File: config.mk
export PLATFORM = sky130hd
export DESIGN_NAME = button_emulator
export DESIGN_NICKNAME = d
export VERILOG_FILES = /design/src/rtl/button_emulator.sv
export SDC_FILE = /design/constraint.sdc
export NUM_CORES = 1
export LEC_CHECK = 0
export CORE_MARGIN = 2
export CORE_UTILIZATION = 52
export DETAILED_ROUTE_END_ITERATION = 6
export PLACE_DENSITY = 0.81
export SETUP_SLACK_MARGIN = 0.3
export SYNTH_ARGS = -nofsm -noshare
export SYNTH_HDL_FRONTEND = slang
export SYNTH_SLANG_ARGS = --single-unit
File: constraint.sdc
create_clock -name SlowClock -period 1.6 [get_ports SlowClock]
set_input_delay 0.32 -clock SlowClock [delete_from_list [all_inputs] [get_ports SlowClock]]
set_output_delay 0.32 -clock SlowClock [all_outputs]
set_load 0.02 [all_outputs]
File: src/rtl/button_emulator.sv
`default_nettype none
// ============================================================================
// Module   : button_emulator
// Purpose  : Synthesises active-low power / reset button presses on command,
//            timed in 125 ms strobes, followed by a mandatory released gap so
//            every emulated press is cleanly seen by the downstream debouncer.
// Options  : BTN_EMU_PHYS_LOCKOUT_EN - when defined, a physical press blocks
//            new commands and cuts an emulated press short.
// Revision : 1.0 - initial release
// ============================================================================
module button_emulator #(
  parameter int unsigned SHORT_TICKS = 4,
  parameter int unsigned LONG_TICKS  = 48,
  parameter int unsigned RESET_TICKS = 2,
  parameter int unsigned GAP_TICKS   = 2
) (
  input  logic       SlowClock,
  input  logic       MainReset,
  input  logic       Strobe16ms,
  input  logic       Strobe125ms,
  input  logic       CmdValid,
  input  logic [1:0] CmdCode,
  input  logic       CmdAbort,
  input  logic       PhysPressed,
  output logic       CmdAccept,
  output logic       Busy,
  output logic       Done,
  output logic       Aborted,
  output logic       PowerButtonEmu,
  output logic       SysResetEmu
);

  localparam logic [1:0] ST_IDLE  = 2'd0;
  localparam logic [1:0] ST_PRESS = 2'd1;
  localparam logic [1:0] ST_GAP   = 2'd2;

  localparam logic [1:0] CODE_RESET = 2'b11;

  localparam logic [5:0] C_SHORT_LD = 6'(SHORT_TICKS);
  localparam logic [5:0] C_LONG_LD  = 6'(LONG_TICKS);
  localparam logic [5:0] C_RESET_LD = 6'(RESET_TICKS);
  localparam logic [5:0] C_GAP_LD   = 6'(GAP_TICKS);

  logic [1:0] state_q, state_d;
  logic [1:0] code_q, code_d;
  logic [5:0] timer_q, timer_d;
  logic       accept_q, accept_d;
  logic       busy_q, busy_d;
  logic       done_q, done_d;
  logic       aborted_q, aborted_d;
  logic       pwr_n_q, pwr_n_d;
  logic       rst_n_q, rst_n_d;

  logic       w_phys;
  logic       w_last_tick;
  logic       w_cut;
  logic [5:0] w_press_ld;

`ifdef BTN_EMU_PHYS_LOCKOUT_EN
  assign w_phys = PhysPressed;
  logic unused_inputs;
  assign unused_inputs = Strobe16ms;
`else
  // Physical button state is deliberately ignored; presses may overlap.
  assign w_phys = 1'b0;
  logic unused_inputs;
  assign unused_inputs = Strobe16ms ^ PhysPressed;
`endif

  // The strobe that takes Timer from 1 to 0 ends the current phase on that
  // same edge, which gives a low time in ((K-1)*T, K*T].
  assign w_last_tick = Strobe125ms && (timer_q == 6'd1);
  assign w_cut       = CmdAbort || w_phys;

  // Press length selected by the incoming command code.
  always_comb begin
    w_press_ld = C_RESET_LD;
    case (CmdCode)
      2'b01:   w_press_ld = C_SHORT_LD;
      2'b10:   w_press_ld = C_LONG_LD;
      default: w_press_ld = C_RESET_LD;
    endcase
  end

  // Next-state logic; every output is computed here and registered below.
  always_comb begin
    state_d   = state_q;
    code_d    = code_q;
    timer_d   = timer_q;
    aborted_d = aborted_q;
    accept_d  = 1'b0;
    done_d    = 1'b0;
    pwr_n_d   = 1'b1;
    rst_n_d   = 1'b1;

    case (state_q)
      ST_IDLE: begin
        if (CmdValid && (CmdCode != 2'b00) && !w_cut) begin
          state_d   = ST_PRESS;
          code_d    = CmdCode;
          timer_d   = w_press_ld;
          accept_d  = 1'b1;
          aborted_d = 1'b0;
          pwr_n_d   = (CmdCode == CODE_RESET);
          rst_n_d   = (CmdCode != CODE_RESET);
        end
      end

      ST_PRESS: begin
        if (w_cut) begin
          // Abort takes priority over a coincident final strobe.
          state_d   = ST_GAP;
          timer_d   = C_GAP_LD;
          aborted_d = 1'b1;
        end else if (w_last_tick) begin
          state_d = ST_GAP;
          timer_d = C_GAP_LD;
        end else begin
          if (Strobe125ms) begin
            timer_d = timer_q - 6'd1;
          end
          pwr_n_d = (code_q == CODE_RESET);
          rst_n_d = (code_q != CODE_RESET);
        end
      end

      ST_GAP: begin
        // Done is raised while still Busy; the following edge returns to IDLE.
        if (done_q) begin
          state_d = ST_IDLE;
        end else if (w_last_tick) begin
          timer_d = 6'd0;
          done_d  = 1'b1;
        end else if (Strobe125ms) begin
          timer_d = timer_q - 6'd1;
        end
      end

      default: begin
        state_d = ST_IDLE;
        timer_d = 6'd0;
      end
    endcase

    busy_d = (state_d != ST_IDLE);
  end

  // State and output registers; reset releases both buttons immediately.
  always_ff @(posedge SlowClock or negedge MainReset) begin
    if (!MainReset) begin
      state_q   <= ST_IDLE;
      code_q    <= 2'b00;
      timer_q   <= 6'd0;
      accept_q  <= 1'b0;
      busy_q    <= 1'b0;
      done_q    <= 1'b0;
      aborted_q <= 1'b0;
      pwr_n_q   <= 1'b1;
      rst_n_q   <= 1'b1;
    end else begin
      state_q   <= state_d;
      code_q    <= code_d;
      timer_q   <= timer_d;
      accept_q  <= accept_d;
      busy_q    <= busy_d;
      done_q    <= done_d;
      aborted_q <= aborted_d;
      pwr_n_q   <= pwr_n_d;
      rst_n_q   <= rst_n_d;
    end
  end

  assign CmdAccept      = accept_q;
  assign Busy           = busy_q;
  assign Done           = done_q;
  assign Aborted        = aborted_q;
  assign PowerButtonEmu = pwr_n_q;
  assign SysResetEmu    = rst_n_q;

endmodule
`default_nettype wire

Word-level counts from Yosys, hierarchy flattened
Index checks and enable logic that the tools add are counted.
Widths: inputs -> output; s select.
{"block": "totals", "regBits": 16, "input_bits": 9, "out_inout_bits": 6, "word_cells": 62}
{"block": "classes", "eq_ne": 12, "muxes": 29, "n_addsub": 1, "n_reduce_logical": 11}
{"cell": "$mux 6", "count": 6}
{"cell": "$pmux 6 s3", "count": 1}
{"cell": "$mux 1", "count": 13}
{"cell": "$pmux 6 s2", "count": 1}
{"cell": "$ne 2x2->1 const B", "count": 5}
{"cell": "$eq 2x2->1 const B", "count": 4}
{"cell": "$mux 2", "count": 4}
{"cell": "$eq 6x1->1 const B", "count": 1}
{"cell": "$pmux 1 s2", "count": 3}
{"cell": "$pmux 2 s3", "count": 1}
{"cell": "$reduce_bool 2->1", "count": 3}
{"cell": "$sub 6x1->6 const B", "count": 1}
{"cell": "$eq 2x1->1 const B", "count": 2}
{"cell": "$reduce_and 2->1", "count": 2}
{"cell": "$logic_and 1x1->1", "count": 3}
{"cell": "$reduce_and 3->1", "count": 1}
{"cell": "$logic_not 2->1", "count": 1}
{"cell": "$logic_not 1->1", "count": 1}

Logic depth before layout (Yosys ltp)
Gate-level depths: netlist of run 1.
{"block": "depth", "word_depth": 6, "mapped_depth": 6, "mapped_depth_nobuf": 6}

Worst setup path before layout of run 1
OpenSTA, ideal clock, no wires.
{"block": "synth_timing", "path_type": "input to register", "from": "input port CmdCode[0]", "to": "register code_q[0]", "path_stages": 5, "path_buffers": 0, "required_time_ns": 1.475, "setup_time_ns": 0.125, "setup_slack_ns": -0.034, "arrival_time_ns": 1.509, "cell_sequence": "inv_1 ha_1 or3b_4 nor3_4 mux2_2"}
{"block": "synth_via", "elab_chain_len": 4}
{"item": "start, declared", "line": "22", "source": "input logic [1:0] CmdCode,"}
{"item": "$reduce_bool 2->1", "line": "98", "source": "if (CmdValid && (CmdCode != 2'b00) && !w_cut) begin"}
{"item": "$logic_and 1x1->1 (2 in series)", "line": "98"}
{"item": "$reduce_and 2->1 (no line)"}
{"item": "end signal, assigned", "line": "162", "source": "code_q <= code_d;"}
{"item": "end, declared", "line": "45", "source": "logic [1:0] code_q, code_d;"}
Several ways; a longest one is shown, not always the timed one.
A chain may end at the register's enable or synchronous reset.

Final worst setup path of run 1
{"block": "layout_timing", "from": "register timer_q[1]", "to": "register timer_q[5]"}
{"block": "layout_via", "elab_chain_len": 5, "elab_cells_between_ends": 9, "cone_classes": "add/sub (1); eq/ne (1); mux (6); reduce/logical (1)"}
{"item": "start, declared", "line": "46", "source": "logic [5:0] timer_q, timer_d;"}
{"item": "start signal, assigned", "line": "163", "source": "timer_q <= timer_d;"}
{"item": "$sub 6x1->6 or $eq 6x1->1 (tied branches)", "line": "120, 135, 72"}
{"item": "$mux 6 or $logic_and 1x1->1 (tied branches)", "line": "119, 134, 72"}
{"item": "$mux 6 (on tied branches)", "line": "131, 115"}
{"item": "$mux 6 (on tied branches)", "line": "129, 110"}
{"item": "$pmux 6 s3 (*)", "line": "96", "source": "case (state_q)"}
Mark *: on every way between the ends. The rest lies on a longest branch, timed or not. The select of a mux whose other input is x is not followed.

==> results_dict.tcl, run 1 <==
set metrics [dict create \
    drt_wl_total_mm 3.33 \
    p_total_mw 2.43 \
    reg2reg_depth 4 \
    critical-path-max-stage-delay_ps 590 \
    power_leakage_nw 0.689 \
    drive_gt1_share_pct 57.7 \
    startpoint_type "flop" \
    synth_edf_count 0 \
    post-route-drc-count 0 \
    synth_fa_ha_area_share_pct 7.59 \
    clk_pin_slew_ps 110 \
    layout_commonest_cell "buf_4" \
    grt_antenna_before_repair 0 \
    drv_cap 0 \
    cts_hold_buf 0 \
    synth_top_flop_cell "dfrtp_1" \
    yosys_warnings 0 \
    clock_latency_ps 310 \
    nets 158 \
    worst_setup_path_end_kind "flop" \
    ant_nets 0 \
    hp-class "in2async" \
    fin_worst_skew_ps 9.33 \
    synth_compound_area_share_pct 17.3 \
    setup_viol 0 \
    cts_max_path_buffers 2 \
    fin_crit_sh_pct 96.7 \
    n_antenna_cell 0 \
    grt_use_total_pct 34.0 \
    synthArstFlopShare_pct 100 \
    path_max_fanout 3 \
    grt_pass1_vias 1095 \
    ys_ff_latch 16 \
    finalWeightedCongestion 0.834 \
    worst_slew_pin_slew_ps 379 \
    fmax_mhz 646 \
    synth_top_family_by_area "simple AND/OR/NAND/NOR gates" \
    core_um2 1760 \
    syn_nets 114 \
    first_iter_violations 38 \
    synthSimpleGateAreaFrac_pct 25.9 \
    timing.critical_path.cells "or4b_4 > nor3_2 > xnor2_1 > o21ai_1" \
    synth_mux_area_share_pct 3.29 \
    hpwl_mm 1.80 \
    routed_via_density 5.92 \
    pin_count 15 \
    via_count 988 \
    first_pass_iters 4 \
    avgSynthCellArea_um2 10.0 \
    dieArea_um2 2270 \
    critPathRequiredTime_ps 1780 \
    rows 15 \
    cts_tree "yes" \
    utilization_pct 90.6 \
    overflow 0 \
    seq_area_um2 407 \
    status "complete, no violations" \
    port_buffers 12 \
    mostFrequentLayoutCells "buf_4 (25), dfrtp_1 (11), o21ai_0 (7)" \
    fill_cells 80 \
    routedWlPerCell_um 20.0 \
    p_per_area_nw_per_um2 1520 \
    arrival_ps 1730 \
    clockRootBuffer "clkbuf_4" \
    crit_type "reg2reg" \
    cp_slowest_cell "or4b_4" \
    finalCriticalPeriod_ps 1550 \
    synth_xor_area_share_pct 1.77 \
    fp.dieH_um 47.6 \
    multi_input_area_um2 732 \
    yosysUniqueCellTypes 41 \
    seq_area_frac_synth_pct 40.7 \
    rsz0062_at_grt "true" \
    finalHoldViolCount 0 \
    cts_sinks 16 \
    start_util_pct 56.1 \
    vdd_ir_drop_max_v 0.00146 \
    netlist_area_um2 990 \
    syn_to_final_growth_pct 61.4 \
    max-slew-margin-rel_pct 74.8 \
    grt_pass1_wl_mm 5.05 \
    ctsHtreeMaxLevel 1 \
    netlist_instances 99 \
    dieWidth_um 47.6 \
    numCtsBuffers 3 \
    maxSlewViolCount 0 \
    grt_max_degree 17 \
]
[power by group]
part	switching, mW	internal (mW)
Clock	0.150	0.139
Sequential	0.176	0.555
Combinational	0.706	0.703
Total	1.03	1.40
[state kept, by name (all words and copies together) (netlist names)]
name,cells
timer_q,6
code_q,2
state_q,2
Aborted,1
Busy,1
CmdAccept,1
Done,1
PowerButtonEmu,1
SysResetEmu,1
[kinds of logic after synthesis]
family                     Yosys count
adders and majority gates            6
xor gates and xnor gates             2
AOI/OAI and AO/OA                   25
DFF                                 16
buffers and inverters                8
muxes                                3
and+or+nand+nor                     39
[final cells by class]
| type | instances | share of cell area (%) |
|---|---|---|
| sequential | 16 | 25.5 |
| tap | 25 | 1.96 |
| multi-input combinational | 75 | 45.8 |
| clock buffer | 4 | 2.27 |
| inverter | 5 | 2.43 |
| timing repair buffer | 42 | 22.1 |
[per-stage QoR]
| stage | hold WS, ps | cells | setup WS, ps | setup TNS (ps) | instance area, um^2 |
|---|---|---|---|---|---|
| detailed placement | 523 | 150 | -698 | -8370 | 1310 |
| global placement | 516 | 150 | -651 | -7750 | 1310 |
| finish | 309 | 167 | 52.7 | 0 | 1600 |
| floorplan | 24.4 | 99 | -7.08 | -14.2 | 1050 |
| CTS | 318 | 166 | 169 | 0 | 1520 |
| global route | 322 | 167 | 35.6 | 0 | 1600 |
[path summary, 6_finish.rpt]
| kind | from | to | slack (ps) |
|---|---|---|---|
| max | timer_q[1]$_DFFE_PN0P_ | timer_q[5]$_DFFE_PN0P_ | 50 |
| min in group SlowClock | CmdCode[0] | code_q[0]$_DFFE_PN0P_ | 380 |
| max in group asynchronous | MainReset | SysResetEmu$_DFF_PN1_ | 1030 |
| min | MainReset | timer_q[4]$_DFFE_PN0P_ | 310 |
| min reg2reg | Aborted$_DFFE_PN0P_ | Aborted$_DFFE_PN0P_ | 540 |
| max reg2reg | timer_q[1]$_DFFE_PN0P_ | timer_q[5]$_DFFE_PN0P_ | 50 |
[repair_timing]
item / 4_1_cts / 5_1_grt
resized for setup: 59 / 22
pin swaps: 10 / 7
endpoints found under the setup margin: 20 / 18
buffers inserted: 12 / 1
[critical path: cells and delay by family (launching register included)]
| family | cells | cell delay (ps) |
|---|---|---|
| AND/OR/NAND/NOR | 2 | 740 |
| flip-flops | 1 | 450 |
| XOR/XNOR | 1 | 140 |
| AO/OA/AOI/OAI | 1 | 90 |
[synthesized netlist by cell type (all sizes together) (3+ instances only)]
cell type	instances	area, um^2
ha	6	75.1
a31oi	4	25.0
nand2b	3	18.8
inv	5	18.8
or3b	3	31.3
nor3	6	46.3
dfrtp	14	350
nor2b	3	18.8
nand2	9	48.8
o21ai	9	45.0
nor2	5	18.8
[routing by layer]
layer | global-route usage (%) | vias up | wire length, um | part of all wire [%]
met5 | 0 | - | 0 | 0
met4 | 22.2 | 0 | 76 | 2.3
met3 | 9.81 | 10 | 167 | 5.0
met2 | 59.5 | 41 | 1810 | 54
met1 | 35.3 | 487 | 1280 | 38
li1 | - | 450 | - | -
Power figures use the tool's default switching activity.
==> run 2: changes to the inputs <==
--- a/config.mk
+++ b/config.mk
@@ -5,10 +5,12 @@
 export SDC_FILE = /design/constraint.sdc
 export NUM_CORES = 1
 export LEC_CHECK = 0
+export CAP_MARGIN = 5
 export CORE_MARGIN = 2
-export CORE_UTILIZATION = 52
+export CORE_UTILIZATION = 60
 export DETAILED_ROUTE_END_ITERATION = 6
-export PLACE_DENSITY = 0.81
+export DONT_BUFFER_PORTS = 1
+export PLACE_DENSITY = 0.8
 export SETUP_SLACK_MARGIN = 0.3
 export SYNTH_ARGS = -nofsm -noshare
 export SYNTH_HDL_FRONTEND = slang
==> run 2 against run 1 <==
Compared with the run above:
- setup slack worse by 46 ps
- die area down 12%
- fmax down 2.9%
- combinational power about the same
- non-clock buffer count down 15
- register-to-register slack worse by 50 ps
- count of clock-buffer cells in the layout down 1
- utilization up 4.9 points
- cell area down 8.9%
- clock skew up 3.8 ps
- critical path depth unchanged
- critical path type unchanged
==> results_dict.tcl, run 2 (synthesis results as in run 1) <==
set metrics [dict create \
    status "complete, no violations" \
    grt_antenna_before_repair 0 \
    setup_viol 0 \
    power_leakage_nw 0.609 \
    hp-class "in2reg" \
    hold_depth 1 \
    layout_commonest_cell "buf_4" \
    first_iter_violations 75 \
    fin_crit_sh_pct 99.6 \
    clk_pin_slew_ps 110 \
    clock_latency_ps 310 \
    clockPowerShare_pct 9.7 \
    finalCriticalPeriod_ps 1590 \
    nets 143 \
    clockRootBuffer "clkbuf_4" \
    first_pass_iters 6 \
    critical-path-max-stage-delay_ps 580 \
    numCtsBuffers 3 \
    port_buffers 0 \
    path_max_fanout 4 \
    ant_nets 0 \
    maxSlewViolCount 0 \
    hpwl_mm 1.50 \
    timing.critical_path.cells "or4b_4 > nor3_4 > xnor2_1 > o21ai_1" \
    reg2reg_depth 4 \
    critPathBufInv 0 \
    fin_area_um2 1460 \
    post-route-drc-count 0 \
    fmax_mhz 628 \
    timing.hold.ws_ps 164 \
    crit_type "reg2reg" \
    worst_slew_pin_slew_ps 755 \
    grt_use_total_pct 38.5 \
    p_sw_share_pct 46.1 \
    reg_top3 "timer_q x6, code_q x2, state_q x2" \
    p_per_area_nw_per_um2 1660 \
    startpoint_type "flop" \
    via_count 1044 \
    utilization_pct 95.5 \
    routedWlPerCell_um 28.1 \
    start_util_pct 64.9 \
    mostFrequentLayoutCells "buf_4 (20), dfrtp_1 (12), o21ai_0 (6)" \
    rows 14 \
    syn_to_final_growth_pct 47.0 \
    path_delay_family "simple AND/OR/NAND/NOR gates" \
    grt_max_degree 17 \
    dieArea_um2 1990 \
    arrival_ps 1770 \
    grt_pass1_wl_mm 5.17 \
    routed_via_density 7.35 \
    switching_power_mw 1.12 \
    cp.depth 4 \
    largest_register_ff_count 6 \
    finalWeightedCongestion 0.780 \
    fp.dieH_um 44.6 \
    dieWidth_um 44.6 \
    cts_max_path_buffers 2 \
    pin_count 15 \
    grt_pass1_vias 1027 \
    rsz0062_at_grt "true" \
    n_antenna_cell 0 \
    ctsHtreeMaxLevel 1 \
    cts_tree "yes" \
    p_int_mw 1.31 \
    core_um2 1520 \
    cts_sinks 16 \
    place_area_um2 1150 \
    critPathRequiredTime_ps 1770 \
    p_total_mw 2.42 \
    drv_cap 0 \
    overflow 0 \
    cp_slowest_cell "or4b_4" \
    fin_worst_skew_ps 13.1 \
    max-slew-margin-rel_pct 49.5 \
    drt_wl_total_mm 3.99 \
    combPwrFrac_pct 56.9 \
    finalHoldViolCount 0 \
    worst_setup_path_end_kind "flop" \
    drive_gt1_share_pct 53.2 \
    largest-register "timer_q" \
    p_seq_share_pct 33.4 \
    vdd_ir_drop_max_v 0.00117 \
]
[run 2: cell count changes in the layout (fill, tap and decap cells not counted), sizes merged]
| cell | before | now |
|---|---|---|
| clkdlybuf4s15 | 1 | 0 |
| dlygate4sd2 | 1 | 0 |
| clkdlybuf4s50 | 2 | 0 |
| buf | 36 | 25 |
| dlygate4sd3 | 0 | 1 |
| clkbuf | 6 | 4 |
[run 2: per-stage QoR]
step,setup TNS [ps],worst slack (ps),std cells
finish,0,6.75,142
global placement,-98.0,-36.6,125
CTS,0,159,137
detailed placement,-223,-64.4,125
global route,0,5.08,142
floorplan,-14.2,-7.08,99
[run 2: power by group through the flow]
| stage | combinational, mW | sequential (mW) | clock, mW |
|---|---|---|---|
| final | 1.38 | 0.809 | 0.236 |
| after global routing | 1.42 | 0.813 | 0.250 |
| after CTS | 1.06 | 0.757 | 0.209 |
| after detailed placement | 0.748 | 0.760 | 0 |
| after global placement | 0.727 | 0.748 | 0 |
| after floorplan | 0.569 | 0.727 | 0 |
[run 2: repair_timing]
| action | in CTS | in global routing |
|---|---|---|
| hold buffers | 1 | 0 |
| gates resized for setup | 23 | 17 |
| pin swaps | 11 | 6 |
| buffers inserted | 8 | 5 |
| setup endpoints to repair | 11 | 14 |
| endpoints found under the hold margin | 16 | 0 |
| gates cloned | 0 | 0 |
[run 2: cell type report]
type / count / area [um^2]
sequential: 16 / 405
fill: 34 / 68.8
clock buffer: 3 / 22.5
inverter: 5 / 43.8
timing repair buffer: 27 / 221
tap: 16 / 20.0
multi-input combinational: 75 / 742
[run 2: worst paths after layout]
path	slack, ps	to	startpoint
min in group asynchronous	510	Aborted$_DFFE_PN0P_	MainReset
worst min register to register	590	code_q[0]$_DFFE_PN0P_	code_q[0]$_DFFE_PN0P_
max in group asynchronous	570	state_q[1]$_DFF_PN0_	MainReset
worst max register to register	7	timer_q[5]$_DFFE_PN0P_	timer_q[0]$_DFFE_PN0P_
worst min-delay path	160	code_q[1]$_DFFE_PN0P_	CmdCode[1]
worst max-delay path	7	timer_q[5]$_DFFE_PN0P_	timer_q[0]$_DFFE_PN0P_
[run 2: per-layer routing]
metal / vias up / wire [um] / track usage, %
met5: - / 0 / 0
met4: 0 / 278 / 27.9
met3: 34 / 395 / 6.53
met2: 106 / 2040 / 67.2
met1: 491 / 1290 / 41.2
li1: 413 / - / -
[run 2: worst register-to-register path: cells and delay by family (launching register included)]
kind / cells / cell delay [ps]
simple gates: 2 / 750
xor+xnor: 1 / 150
compound gates: 1 / 90
flops: 1 / 470
